===== src/rtl/booth_divider_seq_if.sv =====
// Handshake/operand bundle between the control unit and booth_divider_seq.
// DIV_SIGNED_CTRL_EN adds the signed_op select.
interface booth_divider_seq_if #(
    parameter int WIDTH = 32
);
    logic               start;
    logic [WIDTH-1:0]   Q;
    logic [WIDTH-1:0]   M;
`ifdef DIV_SIGNED_CTRL_EN
    logic               signed_op;
`endif
    logic               busy;
    logic               done;
    logic               div_by_zero;
    logic [2*WIDTH-1:0] result;

    modport master (
        output start, Q, M,
`ifdef DIV_SIGNED_CTRL_EN
        output signed_op,
`endif
        input  busy, done, div_by_zero, result
    );

    modport slave (
        input  start, Q, M,
`ifdef DIV_SIGNED_CTRL_EN
        input  signed_op,
`endif
        output busy, done, div_by_zero, result
    );
endinterface


===== src/rtl/booth_divider_seq.sv =====
// Sequential non-restoring signed divider, result = {remainder, quotient}.
// Optional DIV_SIGNED_CTRL_EN selects unsigned/signed per operation.
module booth_divider_seq #(
    parameter int WIDTH = 32
) (
    input  logic              clock,
    input  logic              clear_n,
    booth_divider_seq_if.slave bus
);
    localparam int CW = $clog2(WIDTH + 1);

    typedef enum logic [1:0] {
        IDLE,
        CALC,
        FIX,
        DONE
    } state_t;

    state_t               state_q, state_d;
    logic [WIDTH:0]       a_q, a_d;
    logic [WIDTH-1:0]     qr_q, qr_d;
    logic [WIDTH-1:0]     m_q, m_d;
    logic [CW-1:0]        cnt_q, cnt_d;
    logic                 negq_q, negq_d;
    logic                 negr_q, negr_d;
    logic                 dz_q, dz_d;
    logic [2*WIDTH-1:0]   res_q, res_d;

    logic                 sgn;
    logic                 q_neg;
    logic                 m_neg;
    logic [WIDTH:0]       shifted;
    logic [WIDTH:0]       step;
    logic [WIDTH:0]       a_fix;
    logic [WIDTH-1:0]     rem_fix;
    logic [WIDTH-1:0]     quo_fix;

`ifdef DIV_SIGNED_CTRL_EN
    assign sgn = bus.signed_op;
`else
    assign sgn = 1'b1;
`endif

    assign q_neg   = sgn & bus.Q[WIDTH-1];
    assign m_neg   = sgn & bus.M[WIDTH-1];
    // A may wrap transiently after the shift; the post-add value always fits.
    assign shifted = {a_q[WIDTH-1:0], qr_q[WIDTH-1]};
    assign step    = a_q[WIDTH] ? shifted + {1'b0, m_q}
                                : shifted - {1'b0, m_q};
    assign a_fix   = a_q[WIDTH] ? a_q + {1'b0, m_q} : a_q;
    assign rem_fix = negr_q ? -a_fix[WIDTH-1:0] : a_fix[WIDTH-1:0];
    assign quo_fix = negq_q ? -qr_q : qr_q;

    always_comb begin
        state_d = state_q;
        a_d     = a_q;
        qr_d    = qr_q;
        m_d     = m_q;
        cnt_d   = cnt_q;
        negq_d  = negq_q;
        negr_d  = negr_q;
        dz_d    = dz_q;
        res_d   = res_q;
        unique case (state_q)
            IDLE, DONE: begin
                state_d = IDLE;
                if (bus.start) begin
                    negq_d = q_neg ^ m_neg;
                    negr_d = q_neg;
                    dz_d   = 1'b0;
                    if (bus.M == '0) begin
                        dz_d    = 1'b1;
                        res_d   = {bus.Q, {WIDTH{1'b1}}};
                        state_d = DONE;
                    end else begin
                        a_d     = '0;
                        qr_d    = q_neg ? -bus.Q : bus.Q;
                        m_d     = m_neg ? -bus.M : bus.M;
                        cnt_d   = CW'(WIDTH);
                        state_d = CALC;
                    end
                end
            end
            CALC: begin
                a_d   = step;
                qr_d  = {qr_q[WIDTH-2:0], ~step[WIDTH]};
                cnt_d = cnt_q - CW'(1);
                if (cnt_q == CW'(1)) begin
                    state_d = FIX;
                end
            end
            FIX: begin
                a_d     = a_fix;
                res_d   = {rem_fix, quo_fix};
                state_d = DONE;
            end
            default: state_d = IDLE;
        endcase
    end

    always_ff @(posedge clock) begin
        if (!clear_n) begin
            state_q <= IDLE;
            a_q     <= '0;
            qr_q    <= '0;
            m_q     <= '0;
            cnt_q   <= '0;
            negq_q  <= 1'b0;
            negr_q  <= 1'b0;
            dz_q    <= 1'b0;
            res_q   <= '0;
        end else begin
            state_q <= state_d;
            a_q     <= a_d;
            qr_q    <= qr_d;
            m_q     <= m_d;
            cnt_q   <= cnt_d;
            negq_q  <= negq_d;
            negr_q  <= negr_d;
            dz_q    <= dz_d;
            res_q   <= res_d;
        end
    end

    assign bus.busy        = (state_q == CALC) || (state_q == FIX);
    assign bus.done        = (state_q == DONE);
    assign bus.div_by_zero = dz_q;
    assign bus.result      = res_q;
endmodule


===== src/flat_wrapper.sv =====
// flat-port wrapper written by rule: the top's interface ports become plain ports
module booth_divider_seq_flat 
#(
    parameter int WIDTH = 32
)
  (clock, clear_n, bus_start, bus_Q, bus_M, bus_busy, bus_done, bus_div_by_zero, bus_result);
  booth_divider_seq_if #(.WIDTH(WIDTH)) bus_i ();
  input  logic clock;
  input  logic clear_n;
  input wire logic [$bits(bus_i.start)-1:0] bus_start;
  input wire logic [$bits(bus_i.Q)-1:0] bus_Q;
  input wire logic [$bits(bus_i.M)-1:0] bus_M;
  output wire logic [$bits(bus_i.busy)-1:0] bus_busy;
  output wire logic [$bits(bus_i.done)-1:0] bus_done;
  output wire logic [$bits(bus_i.div_by_zero)-1:0] bus_div_by_zero;
  output wire logic [$bits(bus_i.result)-1:0] bus_result;
  assign bus_i.start = bus_start;
  assign bus_i.Q = bus_Q;
  assign bus_i.M = bus_M;
  assign bus_busy = bus_i.busy;
  assign bus_done = bus_i.done;
  assign bus_div_by_zero = bus_i.div_by_zero;
  assign bus_result = bus_i.result;
  booth_divider_seq #(.WIDTH(WIDTH)) u_core (.clock(clock), .clear_n(clear_n), .bus(bus_i));
endmodule

===== config.mk =====
export PLATFORM = sky130hd
export DESIGN_NAME = booth_divider_seq_flat
export DESIGN_NICKNAME = d
export VERILOG_FILES = /design/src/rtl/booth_divider_seq_if.sv /design/src/rtl/booth_divider_seq.sv /design/src/flat_wrapper.sv
export SDC_FILE = /design/constraint.sdc
export NUM_CORES = 1
export LEC_CHECK = 0
export CAP_MARGIN = 30
export CORE_MARGIN = 5
export CORE_UTILIZATION = 53
export DETAILED_ROUTE_END_ITERATION = 16
export PLACE_DENSITY_LB_ADDON = 0.08
export REMOVE_ABC_BUFFERS = 1
export SLEW_MARGIN = 20
export SYNTH_ARGS = -nofsm -noshare
export SYNTH_HDL_FRONTEND = slang
export SYNTH_SLANG_ARGS = --single-unit

===== constraint.sdc =====
create_clock -name clock -period 4.63 [get_ports clock]
set_input_delay 0.926 -clock clock [delete_from_list [all_inputs] [get_ports clock]]
set_output_delay 0.926 -clock clock [all_outputs]
set_load 0.005 [all_outputs]

* Yosys cells after proc, flatten, opt, wreduce, memory -nomap -nowiden
Cells that the tools add are included.
** Word-level totals
- Bits in registers :: 172
- Input port bits :: 67
- Output and inout bits :: 67
** Cells by class
- $add $sub $neg :: 8
- Equality and inequality tests :: 8
- Multiplexer cells :: 23
- Bitwise operators :: 3
- Reductions and logical operators :: 11
** Operator list (count)
- 32-bit 2-to-1 mux :: 6
- 33-bit 2-to-1 mux :: 4
- 64-bit 2-to-1 mux :: 2
- 32-bit negation :: 4
- 64-bit one-hot mux with 2 select lines :: 1
- 33-bit one-hot mux with 3 select lines :: 1
- 33-bit by 32-bit adder with 33-bit output :: 2
- 32-bit one-hot mux with 2 select lines :: 1
- 33-bit by 32-bit subtractor with 33-bit output :: 1
- 32-bit logical NOT :: 1
- 6-bit 2-to-1 mux :: 2
- 6-bit one-hot mux with 2 select lines :: 1
- 3-bit AND reduction :: 3
- 6-bit by 1-bit == test with 1-bit output (second input constant) :: 1
- 2-bit 2-to-1 mux :: 3
- 2-bit one-hot mux with 3 select lines :: 1
- 6-bit by 1-bit subtractor with 6-bit output (second input constant) :: 1
- 2-bit == test (second input constant) :: 2
- 2-bit by 1-bit != test with 1-bit output (second input constant) :: 2
- 2-bit != test (second input constant) :: 2
- 2-bit AND reduction :: 2
- 2-bit nonzero test :: 2
- 2-bit by 1-bit == test with 1-bit output (second input constant) :: 1
- 2-bit logical NOT :: 1
- other kinds (5) :: 6

* Logic depth before layout (Yosys ltp)
Gate-level depths: netlist (run 1).
- Depth in word-level cells :: 5
- Gate-level depth with buffers :: 21
- Mapped depth without buffers :: 20

* Worst setup path before layout (run 1)
No wires, ideal clock.
- Path kind :: register -> register
- Start :: register u_core.a_q[32]
- End :: register u_core.a_q[26]
- Library setup time :: 0.122 ns
- Data arrival time :: 4.963 ns
- Data required time :: 4.508 ns
- Slack :: -0.455 ns
- Stages on the path, launching flop included :: 22
- Path through :: dfxtp_1 clkbuf_1 buf_2 buf_2 clkbuf_1 clkbuf_1 buf_1 clkbuf_1 a21oi_1 xnor2_1 ha_1 and3_1 a221o_1 a2111oi_0 o21a_1 o41a_1 a21oi_1 a21oi_1 nor2b_1 o21ai_0 nor4_1 a311o_1
** Between the ends
- Word-level cells in the longest chain between the ends :: 2
- Elaborated cells on any way between the ends :: 3
** RTL lines
- start, declared :: RTL line booth_divider_seq.sv:20 : logic [WIDTH:0] a_q, a_d;
- start signal, assigned :: RTL line booth_divider_seq.sv:104 : a_q <= '0;
- start signal, assigned :: RTL line booth_divider_seq.sv:114 : a_q <= a_d;
- 33-bit 2-to-1 mux (on tied branches) :: RTL line booth_divider_seq.sv:50, booth_divider_seq.sv:48
- 33-bit one-hot mux with 3 select lines * :: RTL line booth_divider_seq.sv:64 : unique case (state_q)
Every way passes the cells marked *; elsewhere a longest branch is shown, timed or not.
A chain may end at the register's enable or synchronous reset.

* Worst setup path in the final report (run 1)
- Start :: register u_core.m_q[0]
- End :: register u_core.res_q[62] (netlist: u_core.bus.result[62])
** Between the ends
- Word-level cells in the longest chain between the ends :: 5
** RTL lines
- start, declared :: RTL line booth_divider_seq.sv:22 : logic [WIDTH-1:0] m_q, m_d;
- start signal, assigned :: RTL line booth_divider_seq.sv:116 : m_q <= m_d;
- 33-bit by 32-bit adder with 33-bit output * :: RTL line booth_divider_seq.sv:50 : assign a_fix = a_q[WIDTH] ? a_q + {1'b0, m_q} : a_q;
- 33-bit 2-to-1 mux * :: RTL line booth_divider_seq.sv:50
- 32-bit negation :: RTL line booth_divider_seq.sv:51 : assign rem_fix = negr_q ? -a_fix[WIDTH-1:0] : a_fix[WIDTH-1:0];
- 32-bit 2-to-1 mux * :: RTL line booth_divider_seq.sv:51
- 64-bit one-hot mux with 2 select lines * :: RTL line booth_divider_seq.sv:64
- end signal, assigned :: RTL line booth_divider_seq.sv:121 : res_q <= res_d;
- end, declared :: RTL line booth_divider_seq.sv:27 : logic [2*WIDTH-1:0] res_q, res_d;
Marked as above.

==> results by group, run 1 <==
Status
  – Status: finished clean

Power and ir drop
  – Power per cell area: 586.6 nW/um^2
  – VDD IR max: 0.3062 mV
  – P_leak: 6.354 nW

Global route
  – First-pass GRT wire length: approximately 65,000 microns
  – Initial antenna violation count: 0
  – Tot GR Track Use: 26.49%
  – Largest net degree at the start of global routing: 69
  – Vias in the first global route: 12.83k
  – Grt total ovfl: 0

Synthesis
  – Syn avg cell area: 7.541 sq um
  – Number of synthesized flops with an enable pin: 0
  – Dominant cell type by area after synthesis: dfxtp_1
  – Top-count cell post-synth: nor2_1
  – Sequential fraction of the synthesis area: between 20 and 25%
  – Mapped Area: 13,870 sq um
  – Dominant cells by area after synthesis: dfxtp_1 (25%), xor2_1 (7.4%), ha_1 (6.8%)
  – Synth top area share: 24.82%
  – Commonest cells in the netlist: nor2_1 (195), nand2_1 (194), dfxtp_1 (172)
  – Synth warn: 0
  – Cells after Synth: 1,840
  – Synth unique cells: ~90
  – Main synth FF type: dfxtp_1
  – FF+latch count, synth: between 150 and 200
  – Asr flop ratio synth: 0%

Timing
  – Worst-Margin Slew: ~0.91 ns
  – Worst slew margin: 39.05%
  – Setup TNS: 0 ns
  – Fin crit period: 4.379 ns
  – Worst Skew: 0.01522 ns
  – Final setup fails: 0
  – Worst hold slack: 0.4780 ns
  – Fmax: approximately 230 MHz
  – RSZ-0062 raised after global routing: no
  – Slew Limit Fails: 0
  – Worst setup margin: around 0.25 ns
  – Final Hold Fails: 0
  – Fin crit share: 94.59%

Clock tree
  – Resized Gates After CTS: 0
  – H-tree depth: 4
  – CTS tree: done
  – Clk pin slew, worst setup/hold paths: 0.08 ns
  – Clk_lat worst skew: 0.44 ns
  – Cts bufs inserted: 17
  – CTS Hold Bufs: 0
  – CTS Sinks: 172
  – Post-CTS setup buffer count: 0
  – Maximum clock path buffer count: 2
  – Root buf cell: clkbuf_16

Route
  – Drc violations: 0
  – Via density per instance: 6.074
  – Vias: 13.90k
  – Final antenna-violating net count: 0
  – Routed length per instance: about 17 microns
  – Wirelength, routed: slightly below 40,000 microns
  – DR iter-0 viols: 994
  – DRT Pass-1 Iters: 8

Cells and area
  – # fillers: about 2.4k
  – Storage cell area: 3445 sq um
  – Layout cells sized above 1: approximately 7.4%
  – Syn-to-layout area delta: 18.13%
  – Final Util: a little over three fifths
  – # diodes: 0
  – Multi-input logic area: 9872 sq um
  – Final #Nets: 2,084

Floorplan
  – Top Ports: 134
  – Die area: 29,510 sq um
  – Die W: 171.8 microns
  – CORE AREA: around 26,000 sq um
  – Die height: 171.8 microns
  – Initial Utilization: between 50% and 60%
  – Std cell rows: a little under 60

Place
  – Hpwl dp: 29,840 microns
  – Routability Congestion: 0.9372
  – DP Worst Slack: 0.03961 ns
  – IO buf count: 133

Worst setup path
  – Worst R2R Start: u_core.m_q[0]$_SDFFE_PN0P_
  – Critical path startpoint: u_core.m_q[0]$_SDFFE_PN0P_
  – CP Class: reg2reg
  – Startpoint types: register
  – Worst Reg-to-Reg Cells: 13
  – Setup crit end kind: register
  – Worst Path Max Fanout: 7
  – Worst Path Arrival: 4.72 ns
  – Reg-to-reg slack, setup: 0.25 ns
  – Critical Path RT: 4.97 ns

Run
  – # Max-Cap Violations: 0

Worst hold path
  – Hold Crit Depth: 2
  – Hold crit path type: reg2reg
  – Hold wc startpoint: u_core.bus.div_by_zero$_SDFFE_PN0P_
[final cells by class]
| cell class | instances | area share, % |
|---|---|---|
| multi-input combinational | 1507 | 60.23 |
| sequential | 172 | 21.02 |
| timing repair buffer | 193 | 11.37 |
| clock buffer | 17 | 2.596 |
| tap | 335 | 2.557 |
| inverter | 49 | 1.137 |
| clock inverter | 15 | 1.084 |
[where the power goes]
group | internal [W] | switching (W) | leakage [nW]
clock network | 0.000729 | 0.000732 | 0.293
registers | 0.00186 | 0.000476 | 1.40
logic | 0.00251 | 0.00331 | 4.66
[sequential cells by signal, indices dropped and copies added, names as in the netlist]
signal                  count
u_core.bus.result          64
u_core.negq_q               1
u_core.state_q              2
u_core.qr_q                32
u_core.m_q                 32
u_core.bus.div_by_zero      1
u_core.a_q                 33
u_core.cnt_q                6
u_core.negr_q               1
[path summary, 6_finish.rpt]
| path | to |
|---|---|
| worst min-delay path | u_core.bus.div_by_zero$_SDFFE_PN0P_ |
| worst min register to register | u_core.bus.div_by_zero$_SDFFE_PN0P_ |
| worst max-delay path | u_core.bus.result[62]$_SDFFE_PN0P_ |
| worst max register to register | u_core.bus.result[62]$_SDFFE_PN0P_ |
[metal layers]
layer | up-vias | wire length, microns | global-route usage, %
li1 | 6952 | - | -
met1 | 6467 | 18580 | 37.36
met2 | 437 | 17620 | 43.11
met3 | 41 | 2794 | 3.516
met4 | 0 | 624 | 6.494
met5 | - | 0 | 0
[critical path, stage by stage, from the launching register on]
cell and delay, ns:
dfxtp_1 0.40, ha_1 0.32, fa_2 0.42, a211oi_4 0.29, o21ai_1 0.09, a221o_1 0.42, nor4b_4 0.41, nand3_1 0.16
or3_1 0.44, or4_4 0.51, nor2_4 0.14, a31oi_1 0.11, xor2_1 0.19, a2111oi_2 0.37
[logic make-up after synthesis]
| logic type | share of synthesized area [%] |
|---|---|
| AO/OA/AOI/OAI | 28.42 |
| XOR/XNOR | 11.24 |
| adder cells (fa/ha/maj) | 7.052 |
| buffers and inverters | 4.653 |
| flip-flops | 24.82 |
| multiplexers | 2.408 |
| AND/OR/NAND/NOR | 21.41 |
[per-stage QoR]
step	power, W	std cells	area (sq um)
finish	0.009615	2288	16390
global route	0.01041	2288	16390
CTS	0.009515	2288	16330
detailed placement	0.008032	2256	15720
global placement	0.007919	2255	15710
floorplan	0.006260	1728	13410
[cell usage in the layout, fill, tap and decap left out, types with 6 or more instances in the layout]
master | netlist | layout
o21bai_1 | 9 | 9
xnor2_1 | 60 | 60
a222oi_1 | 13 | 13
nand2_1 | 194 | 193
buf_4 | 1 | 53
mux2i_1 | 30 | 30
xor2_1 | 118 | 118
a211oi_1 | 58 | 58
buf_12 | 0 | 6
ha_1 | 75 | 72
nor4_1 | 13 | 13
a311oi_1 | 13 | 13
or3_1 | 31 | 31
a41oi_1 | 6 | 6
o21ai_0 | 129 | 128
dfxtp_1 | 172 | 171
o211ai_1 | 11 | 11
o31ai_1 | 38 | 38
a31oi_1 | 24 | 23
o22ai_1 | 7 | 7
o41ai_1 | 13 | 13
o21a_1 | 11 | 11
nor3b_1 | 8 | 7
clkdlybuf4s50_1 | 0 | 133
a21o_1 | 27 | 27
nor2b_1 | 20 | 19
or4_1 | 15 | 14
nand2b_1 | 16 | 16
and3_1 | 16 | 16
clkbuf_16 | 0 | 17
clkinv_8 | 0 | 6
nand4_1 | 17 | 17
nor3_1 | 35 | 34
and2_1 | 6 | 6
or2_2 | 6 | 6
a221oi_1 | 15 | 15
nand3_1 | 21 | 21
inv_1 | 48 | 47
nor2_1 | 195 | 193
a21oi_1 | 167 | 164
Power figures use the tool's default switching activity.
==> run 2, diff against run 1 <==
--- a/config.mk
+++ b/config.mk
@@ -11,6 +11,7 @@
 export DETAILED_ROUTE_END_ITERATION = 16
 export PLACE_DENSITY_LB_ADDON = 0.08
 export REMOVE_ABC_BUFFERS = 1
+export SKIP_LAST_GASP = 1
 export SLEW_MARGIN = 20
 export SYNTH_ARGS = -nofsm -noshare
 export SYNTH_HDL_FRONTEND = slang
==> results of run 2 <==
Same layout as run 1: the final DEF is identical, and so are final timing and power.
